`config.mk`:
```
export PLATFORM = sky130hd
export DESIGN_NAME = mem_wb_stage
export DESIGN_NICKNAME = d
export VERILOG_FILES = /design/src/rtl/mem_wb_stage.sv
export SDC_FILE = /design/constraint.sdc
export NUM_CORES = 1
export LEC_CHECK = 0
export ABC_AREA = 1
export BUFFER_PORTS_ARGS = -buffer_cell sky130_fd_sc_hd__buf_2
export CORE_UTILIZATION = 39
export CTS_CLUSTER_SIZE = 16
export DETAILED_ROUTE_END_ITERATION = 10
export GPL_ROUTABILITY_DRIVEN = 0
export PLACE_DENSITY_LB_ADDON = 0.15
export SYNTH_ARGS = -nofsm -noshare
export SYNTH_HDL_FRONTEND = slang
export SYNTH_SLANG_ARGS = --single-unit
```
`constraint.sdc`:
```
create_clock -name clk -period 3.7 [get_ports clk]
set_clock_uncertainty 0.2 [all_clocks]
set_input_delay 0.37 -clock clk [delete_from_list [all_inputs] [get_ports clk]]
set_output_delay 0.37 -clock clk [all_outputs]
set_load 0.02 [all_outputs]
```
`src/rtl/mem_wb_stage.sv`:
```
// MEM/WB pipeline register and writeback stage. It extracts load data, selects the
// writeback source, drives the register-file write port and counts retired instructions.
module mem_wb_stage #(
  parameter int ADDR_W = 5,
  parameter int CNT_W  = 32
) (
  input  logic              clk,
  input  logic              rst,
  input  logic              stall,
  input  logic              flush,
  input  logic              in_valid,
  input  logic              in_reg_write,
  input  logic [ADDR_W-1:0] in_wa,
  input  logic [1:0]        in_wb_sel,
  input  logic [2:0]        in_mem_op,
  input  logic [1:0]        in_byte_off,
  input  logic [31:0]       in_alu_result,
  input  logic [31:0]       in_mem_rdata,
  input  logic [31:0]       in_pc_plus8,
  output logic              WE,
  output logic [ADDR_W-1:0] WA,
  output logic [31:0]       WD,
  output logic              valid_o,
  output logic              misalign_err,
  output logic [CNT_W-1:0]  retire_cnt
);

  typedef enum logic [2:0] {
    OP_LW  = 3'b000,
    OP_LB  = 3'b001,
    OP_LBU = 3'b010,
    OP_LH  = 3'b011,
    OP_LHU = 3'b100
  } mem_op_e;

  typedef enum logic [1:0] {
    WB_ALU  = 2'b00,
    WB_MEM  = 2'b01,
    WB_LINK = 2'b10,
    WB_ALU2 = 2'b11
  } wb_sel_e;

  logic              we_q, we_d;
  logic [ADDR_W-1:0] wa_q, wa_d;
  logic [31:0]       wd_q, wd_d;
  logic              valid_q, valid_d;
  logic              misalign_q, misalign_d;
  logic [CNT_W-1:0]  cnt_q, cnt_d;

  logic [7:0]  lane;
  logic [15:0] half;
  logic [31:0] load_data;
  logic [31:0] wb_data;
  logic        misaligned;

  // Load extraction and writeback source select.
  always_comb begin
    // NOTE: every variable gets a default first so no path leaves it unassigned,
    // which would otherwise infer a latch.
    lane       = in_mem_rdata[7:0];
    half       = in_byte_off[1] ? in_mem_rdata[31:16] : in_mem_rdata[15:0];
    load_data  = in_mem_rdata;
    misaligned = 1'b0;
    wb_data    = in_alu_result;

    case (in_byte_off)
      2'd0:    lane = in_mem_rdata[7:0];
      2'd1:    lane = in_mem_rdata[15:8];
      2'd2:    lane = in_mem_rdata[23:16];
      default: lane = in_mem_rdata[31:24];
    endcase

    case (in_mem_op)
      OP_LB:   load_data = {{24{lane[7]}}, lane};
      OP_LBU:  load_data = {24'b0, lane};
      OP_LH:   load_data = {{16{half[15]}}, half};
      OP_LHU:  load_data = {16'b0, half};
      default: load_data = in_mem_rdata;
    endcase

    if (in_valid && (in_wb_sel == WB_MEM)) begin
      case (in_mem_op)
        OP_LB, OP_LBU: misaligned = 1'b0;
        OP_LH, OP_LHU: misaligned = in_byte_off[0];
        default:       misaligned = (in_byte_off != 2'd0);
      endcase
    end

    case (in_wb_sel)
      WB_MEM:  wb_data = misaligned ? 32'd0 : load_data;
      WB_LINK: wb_data = in_pc_plus8;
      default: wb_data = in_alu_result;
    endcase
  end

  // Next-state: flush beats stall beats capture; reset is applied in the register.
  always_comb begin
    we_d       = we_q;
    wa_d       = wa_q;
    wd_d       = wd_q;
    valid_d    = valid_q;
    misalign_d = 1'b0;
    cnt_d      = cnt_q;

    if (flush) begin
      we_d    = 1'b0;
      wa_d    = '0;
      wd_d    = '0;
      valid_d = 1'b0;
    end else if (!stall) begin
      valid_d    = in_valid;
      wa_d       = in_wa;
      wd_d       = wb_data;
      misalign_d = misaligned;
      // Never write $0, so it reads as zero regardless of the register file.
      we_d       = in_valid && in_reg_write && (in_wa != '0) && !misaligned;
      if (in_valid) cnt_d = cnt_q + CNT_W'(1);
    end
  end

  // NOTE: sequential state uses non-blocking assignments so every flop samples
  // the pre-edge values and simulation matches the synthesized registers.
  always_ff @(posedge clk) begin
    if (rst) begin
      we_q       <= 1'b0;
      wa_q       <= '0;
      wd_q       <= '0;
      valid_q    <= 1'b0;
      misalign_q <= 1'b0;
      cnt_q      <= '0;
    end else begin
      we_q       <= we_d;
      wa_q       <= wa_d;
      wd_q       <= wd_d;
      valid_q    <= valid_d;
      misalign_q <= misalign_d;
      cnt_q      <= cnt_d;
    end
  end

  assign WE           = we_q;
  assign WA           = wa_q;
  assign WD           = wd_q;
  assign valid_o      = valid_q;
  assign misalign_err = misalign_q;
  assign retire_cnt   = cnt_q;

endmodule

```
==> results of run 1 <==
registers in the layout, indices dropped and copies added (netlist names):
name / count
retire_cnt: 32
WE: 1
valid_o: 1
misalign_err: 1
WD: 32
WA: 5
power groups by stage:
stage | sequential [mW] | clock [mW] | combinational (mW)
global placement | 0.822 | 0 | 0.410
CTS | 0.805 | 0.962 | 0.413
finish | 0.805 | 0.943 | 0.415
floorplan | 0.844 | 0 | 0.245
global route | 0.808 | 0.994 | 0.463
detailed placement | 0.822 | 0 | 0.411
final cells by class:
class | count | area (µm²)
fillers | 1429 | 6280
flip-flops and latches | 72 | 1440
clock inverters | 7 | 93.8
repair buffers | 190 | 963
diodes | 1 | 2.50
well taps | 172 | 215
multi-input cells | 715 | 3200
inverters | 78 | 293
clock buffers | 9 | 225
worst paths after layout:
path                 startpoint              to  cells past startpoint
setup / recovery   in_wb_sel[0]          WD[27]                      9
hold / removal         in_wa[4]           WA[4]                      3
setup reg to reg  retire_cnt[0]  retire_cnt[12]                      8
hold reg to reg           WD[5]           WD[5]                      2
routing by layer:
layer	wire length (µm)	up-vias	part of all wire (%)	track usage (%)
met3	1450	30	8.5	5.82
met4	340	0	2.0	8.61
met1	8100	2672	48	35.2
li1	-	3165	-	-
met5	0	-	0	0
met2	7040	234	42	38.7
kinds of logic after synthesis:
family | share of synthesized area, %
adder cells (fa/ha/maj) | 0.731
AND/OR/NAND/NOR | 47.8
XOR/XNOR | 2.05
AO/OA/AOI/OAI | 11.8
flip-flops | 28.1
buffers and inverters | 9.60
layout by cell type, fill, tap and decap left out, types with 4 or more instances in the layout:
cell | netlist | layout
dfxtp_1 | 72 | 72
nor2_1 | 153 | 153
nand4_1 | 4 | 4
nand2_1 | 322 | 322
nor3_1 | 6 | 6
xor2_1 | 7 | 7
nand3_1 | 66 | 66
xnor2_1 | 5 | 5
buf_4 | 3 | 5
clkbuf_16 | 0 | 9
o21ai_0 | 44 | 44
o21bai_1 | 8 | 8
nand2_2 | 4 | 4
nand3b_1 | 4 | 4
or2_2 | 14 | 14
a21oi_1 | 55 | 55
buf_2 | 7 | 185
inv_1 | 75 | 75
metrics by stage:
step           hold WS [ns]  setup slack (ns)
2_1_floorplan         0.248              1.91
3_3_place_gp          0.233             0.823
3_5_place_dp          0.234             0.737
4_1_cts              0.0845              1.10
5_1_grt               0.130             0.918
6_report             0.0953              1.10
critical path, cell delays in order:
cell and delay [ns]:
buf_2 0.09, inv_1 0.04, ha_1 0.81, inv_1 0.62
buf_4 0.38, nor2_1 0.11, nor2_1 0.06, nand2_1 0.09
nand2_1 0.05
==> summary.md, run 1 <==
Outcome
- result of the run: finished clean

Timing
- worst max-slew margin expressed relative to the limit: 44.7%
- final period demand of the worst path: 2.60 ns
- top achievable clock speed: 385 MHz
- max-slew violation count: 0
- number of failing setup endpoints in the final timing report: 0
- Fin Setup TNS: 0 ns
- setup repair after global routing missed its margin: no
- hold violation total from the final report: 0
- post-route fraction of the period consumed by the critical path: 70.2%
- transition time at the pin with the least slew margin: 0.829 ns

Detailed routing
- TritonRoute pass-1 iters: 5
- post-detailed-route DRC marker count: 0
- final antenna-violating net count: 0
- number of DRC violations after detailed-routing iteration 0: 473
- routed length per placed instance: 13.6 µm
- number of vias in the routed layout: 6,101
- vias per inst: 4.90
- aggregate routed wire length: 16,900 µm

Power
- Clock power frac: 43.6%
- share of total power in combinational logic: 19.2%
- P_leak: 3.32 nW
- peak supply drop: 0.000221 V
- internal power contribution: 1.53 mW
- sw power: 630 µW
- sw frac: 29.1%
- total power: 2.16 mW
- share of total power in sequential cells: 37.2%
- power density normalized to cell area: 336 mW/mm²

Clocking
- H-tree levels: 3
- clock transition at the register clock pins on the worst setup and hold paths after CTS: 0.06 ns
- clock tree buffer depth: 2
- hold buffer count at cts: 0
- clock buffer count from CTS: 9
- buffer type at the clock tree root: clkbuf_16
- CTS tree: built
- Clock Latency Late Sink: 0.34 ns
- Post-CTS Setup Repair Bufs: 0
- Clock Sink Count: 72
- cells resized by post-CTS repair: 0

Floorplan
- area of the core: 0.0127 mm²
- Die Width: 117 µm
- starting density of the core: 40.4%
- area enclosed by the die boundary: 0.0136 mm²
- number of top-level pins: 186
- Row Count: 41
- vertical extent of the die: 117 µm

Run
- max capacitance violation total: 0

Cells and area
- Net count, final: 1,183
- layout cell share with drive strength beyond 1: 22.2%
- final design utilization: 50.6%
- Area Growth Syn to Fin: 25.3%
- final std cell area, no fill: 0.00644 mm²
- Layout Cells excl Fill: 1,244

Critical path
- biggest fanout along the worst timing path: 26
- data required time of the worst path: 3.73 ns
- crit path kind: in2reg
- CP arrival: 2.63 ns
- worst setup slack for register-to-register paths: 1.74 ns
- kind of end point of the critical path: flop
- type of origin of the critical path: input pin

Placement
- Port-buffer cells: 185
- total placed cells including tap cells: 1,227
- Placed Instance Area: 0.00612 mm²
- estimated wirelength of the detail-placed design: 12,900 µm

Yosys
- number of enable-type register cells in the synthesized netlist: 0
- share of synthesized registers carrying an async set or reset: 0%
- most used standard cell by instance count after synthesis: nand2_1
- synth cell count leaders: nand2_1, nor2_1, inv_1, dfxtp_1, nand3_1
- sequential cell area fraction in the yosys report: 28.1%
- top_reg_cell synth: dfxtp_1
- net count after synthesis: 1,022
- Post-Synthesis Cells: 905
- distinct cell type count after synthesis: 38
- Synthesis Warnings: 0
- synth top area cells: dfxtp_1, nand2_1, nor2_1
- Netlist Area Pre-Place: 0.00514 mm²
- share of the synthesized area in the top cell type: 28.1%
- post-synth top area cell: dfxtp_1
- Seq cells post-synth: 72
- synthesized area divided by synthesized cell count: 5.68 µm²

Global route
- wire length of the first global-routing pass: 27,000 µm
- antenna violations before repair: 1
- vias in the first global route: 5,430
- Tot GR Track Use: 25.4%
- gr ovfl total: 0
- maximum number of pins on one net before global-route repair: 42

Worst hold path
- worst min path class: in2reg

No activity file was read; power rests on OpenSTA's default activity.
==> inputs of run 2 (changes only) <==
--- a/config.mk
+++ b/config.mk
@@ -5,7 +5,7 @@
 export SDC_FILE = /design/constraint.sdc
 export NUM_CORES = 1
 export LEC_CHECK = 0
-export ABC_AREA = 1
+export ABC_AREA = 0
 export BUFFER_PORTS_ARGS = -buffer_cell sky130_fd_sc_hd__buf_2
 export CORE_UTILIZATION = 39
 export CTS_CLUSTER_SIZE = 16
==> constraint.sdc (replaced) <==
create_clock -name clk -period 2.25 [get_ports clk]
set_clock_uncertainty 0.2 [all_clocks]
set_input_delay 0.225 -clock clk [delete_from_list [all_inputs] [get_ports clk]]
set_output_delay 0.225 -clock clk [all_outputs]
set_load 0.02 [all_outputs]
==> summary.md, run 2 <==
Outcome
- result of the run: finished clean, unchanged

Detailed routing
- number of DRC violations after detailed-routing iteration 0: 410, was 473
- met3 wire len: 1080 µm, was 1450 µm
- highest metal used: met5, was met4
- routed length per placed instance: 16.7 µm, was 13.6 µm
- routed length on met1: 7070 µm, was 8100 µm
- vias per inst: 5.61, was 4.90
- aggregate routed wire length: 15,600 µm, was 16,900 µm
- final antenna-violating net count: 0, unchanged
- TritonRoute pass-1 iters: 8, was 5
- met2 wire length: 7050 µm, was 7040 µm
- number of vias in the routed layout: 5,238, was 6,101
- post-detailed-route DRC marker count: 0, unchanged

Clocking
- clock transition at the register clock pins on the worst setup and hold paths after CTS: 0.06 ns, about the same
- CTS tree: built, unchanged
- Clock Latency Late Sink: 0.34 ns, about the same
- buffer type at the clock tree root: clkbuf_16, unchanged
- clock tree buffer depth: 2, unchanged
- clock buffer count from CTS: 9, unchanged
- H-tree levels: 3, unchanged
- Post-CTS Setup Repair Bufs: 0, unchanged
- Clock Sink Count: 72, unchanged

Global route
- antenna violations before repair: 1, unchanged
- wire length of the first global-routing pass: 23,800 µm, was 27,000 µm
- maximum number of pins on one net before global-route repair: 64, was 42
- gr ovfl total: 0, unchanged
- Tot GR Track Use: 26.0%, was 25.4%
- vias in the first global route: 4,705, was 5,430

Timing
- max-slew violation count: 0, unchanged
- worst max-slew margin expressed relative to the limit: 32.1%, was 44.7%
- number of failing setup endpoints in the final timing report: 0, unchanged
- setup repair after global routing missed its margin: no, unchanged
- post-layout worst setup margin: 0.236 ns, was 1.10 ns
- final period demand of the worst path: 2.01 ns
- hold violation total from the final report: 0, unchanged
- Fin Setup TNS: 0 ns, unchanged
- transition time at the pin with the least slew margin: 1.00 ns, was 0.829 ns
- hold slack final: 0.00979 ns, was 0.0953 ns
- post-route fraction of the period consumed by the critical path: 89.5%
- top achievable clock speed: 497 MHz

Floorplan
- starting density of the core: 40.5%, was 40.4%
- Row Count: 38, was 41
- area of the core: 0.0110 mm², was 0.0127 mm²
- Die Width: 109 µm, was 117 µm
- area enclosed by the die boundary: 0.0118 mm², was 0.0136 mm²
- number of top-level pins: 186, unchanged
- vertical extent of the die: 109 µm, was 117 µm

Cells and area
- antenna fix cells: 0, was 1
- layout cell share with drive strength beyond 1: 31.1%, was 22.2%
- Fill cells: 1,066, was 1,429
- leading cell types in the layout, fill and taps excluded: buf_2, nand2_1, o21ai_0, was nand2_1, buf_2, nor2_1
- Area Growth Syn to Fin: 35.6%, was 25.3%
- most common cell after layout, fill and taps aside: buf_2, was nand2_1
- Net count, final: 906, was 1,183

Critical path
- kind of end point of the critical path: flop, unchanged
- CP arrival: 2.09 ns, was 2.63 ns
- Reg2Reg Depth: 5, was 8
- worst setup path startpoint: retire_cnt[9], was in_wb_sel[0]
- endpoint of the worst register-to-register path: retire_cnt[31], was retire_cnt[12]
- worst setup slack for register-to-register paths: 0.24 ns, was 1.74 ns
- type of origin of the critical path: flop, was input pin
- capture point of the critical path: retire_cnt[31], was WD[27]
- crit path kind: reg2reg, was in2reg
- biggest fanout along the worst timing path: 6, was 26
- worst r2r src: retire_cnt[9], was retire_cnt[0]
- data required time of the worst path: 2.32 ns, was 3.73 ns

Placement
- post-placement worst setup slack: 0.0435 ns, was 0.737 ns
- estimated wirelength of the detail-placed design: 11,800 µm, was 12,900 µm
- Port-buffer cells: 185, unchanged

Power
- sw power: 1.01 mW, was 630 µW
- power density normalized to cell area: 591 mW/mm², was 336 mW/mm²
- P_leak: 2.69 nW, was 3.32 nW
- total power: 3.57 mW, was 2.16 mW
- Clock power frac: 44.2%, was 43.6%
- sw frac: 28.3%, was 29.1%
- peak supply drop: 0.000273 V, was 0.000221 V
- share of total power in sequential cells: 37.0%, was 37.2%
- internal power contribution: 2.56 mW, was 1.53 mW
- share of total power in combinational logic: 18.8%, was 19.2%

Yosys
- number of enable-type register cells in the synthesized netlist: 0, unchanged
- Netlist Area Pre-Place: 0.00445 mm², was 0.00514 mm²
- synthesized area divided by synthesized cell count: 7.44 µm², was 5.68 µm²
- synth top area cells: dfxtp_1, o21ai_0, nand2_1, was dfxtp_1, nand2_1, nor2_1
- synth cell count leaders: nand2_1, o21ai_0, dfxtp_1, nor2_1, was nand2_1, nor2_1, inv_1, dfxtp_1, nand3_1
- share of synthesized registers carrying an async set or reset: 0%, unchanged
- Post-Synthesis Cells: 598, was 905
- post-synth top area cell: dfxtp_1, unchanged
- Synthesis Warnings: 0, unchanged
- Seq cells post-synth: 72, unchanged
- most used standard cell by instance count after synthesis: nand2_1, unchanged
- share of the synthesized area in the top cell type: 32.4%, was 28.1%
- sequential cell area fraction in the yosys report: 32.4%, was 28.1%
- distinct cell type count after synthesis: 56, was 38
- top_reg_cell synth: dfxtp_1, unchanged
- net count after synthesis: 715, was 1,022

Worst hold path
- worst min path class: in2reg, unchanged

Run
- max capacitance violation total: 0, unchanged

run 2: how the worst min path moves through the flow:
stage                       from  endpoint  slack [ns]  cells past startpoint
2_1_floorplan           in_wa[0]     WA[0]        0.16                      1
3_3_place_gp                  WE        WE        0.23                      2
3_5_place_dp                  WE        WE        0.24                      2
4_1_cts        in_alu_result[27]    WD[27]       0.001                      3
5_1_grt        in_alu_result[19]    WD[19]        0.03                      3
6_report       in_alu_result[27]    WD[27]        0.01                      3
run 2: power groups by stage:
stage	logic [mW]	clock network [mW]	registers, mW
after floorplan	0.329	0	1.38
after global placement	0.630	0	1.35
after detailed placement	0.644	0	1.35
after CTS	0.664	1.60	1.32
after global routing	0.733	1.66	1.32
final	0.669	1.58	1.32
run 2: through the flow:
| stage | utilization (%) | area (µm²) | std cells |
|---|---|---|---|
| finish | 54.9 | 6030 | 934 |
| global route | 54.9 | 6030 | 934 |
| floorplan | - | 4450 | 598 |
| global placement | 50.8 | 5580 | 905 |
| CTS | 54.9 | 6030 | 934 |
| detailed placement | 50.8 | 5580 | 905 |
run 2: cell type report:
class                   instances  area [µm²]  area share (%)
clock buffers                  10         229            3.80
clock inverters                 6        90.1            1.49
inverters                      13        48.8           0.809
multi-input cells             469        2770            45.9
flip-flops and latches         72        1440            23.9
well taps                     140         175            2.90
repair buffers                224        1280            21.2
run 2: worst max-delay path: stages (launching register included):
cell	delay, ns
dfxtp_1	0.43
nand4_2	0.18
nor4_4	0.47
nand2_1	0.12
or4_1	0.47
o21ai_1	0.08
run 2: timing repair:
| action | in CTS | in global routing |
|---|---|---|
| resized for setup | 0 | 0 |
| hold endpoints to repair | 13 | 0 |
| hold buffers | 13 | 0 |
run 2: routing by layer:
metal / GRT usage, % / vias up
met5: 0 / -
met3: 5.20 / 35
met4: 10.0 / 2
met1: 35.1 / 2440
li1: - / 2568
met2: 40.7 / 193
run 2: cell families after synthesis:
family                   count (synthesis)  synth area share (%)
buffers and inverters                   57                  5.60
multiplexers                             2                 0.731
AO/OA/AOI/OAI                          220                  31.3
AND/OR/NAND/NOR                        218                  24.0
adder cells (fa/ha/maj)                  3                 0.844
XOR/XNOR                                26                  5.12
flip-flops                              72                  32.4
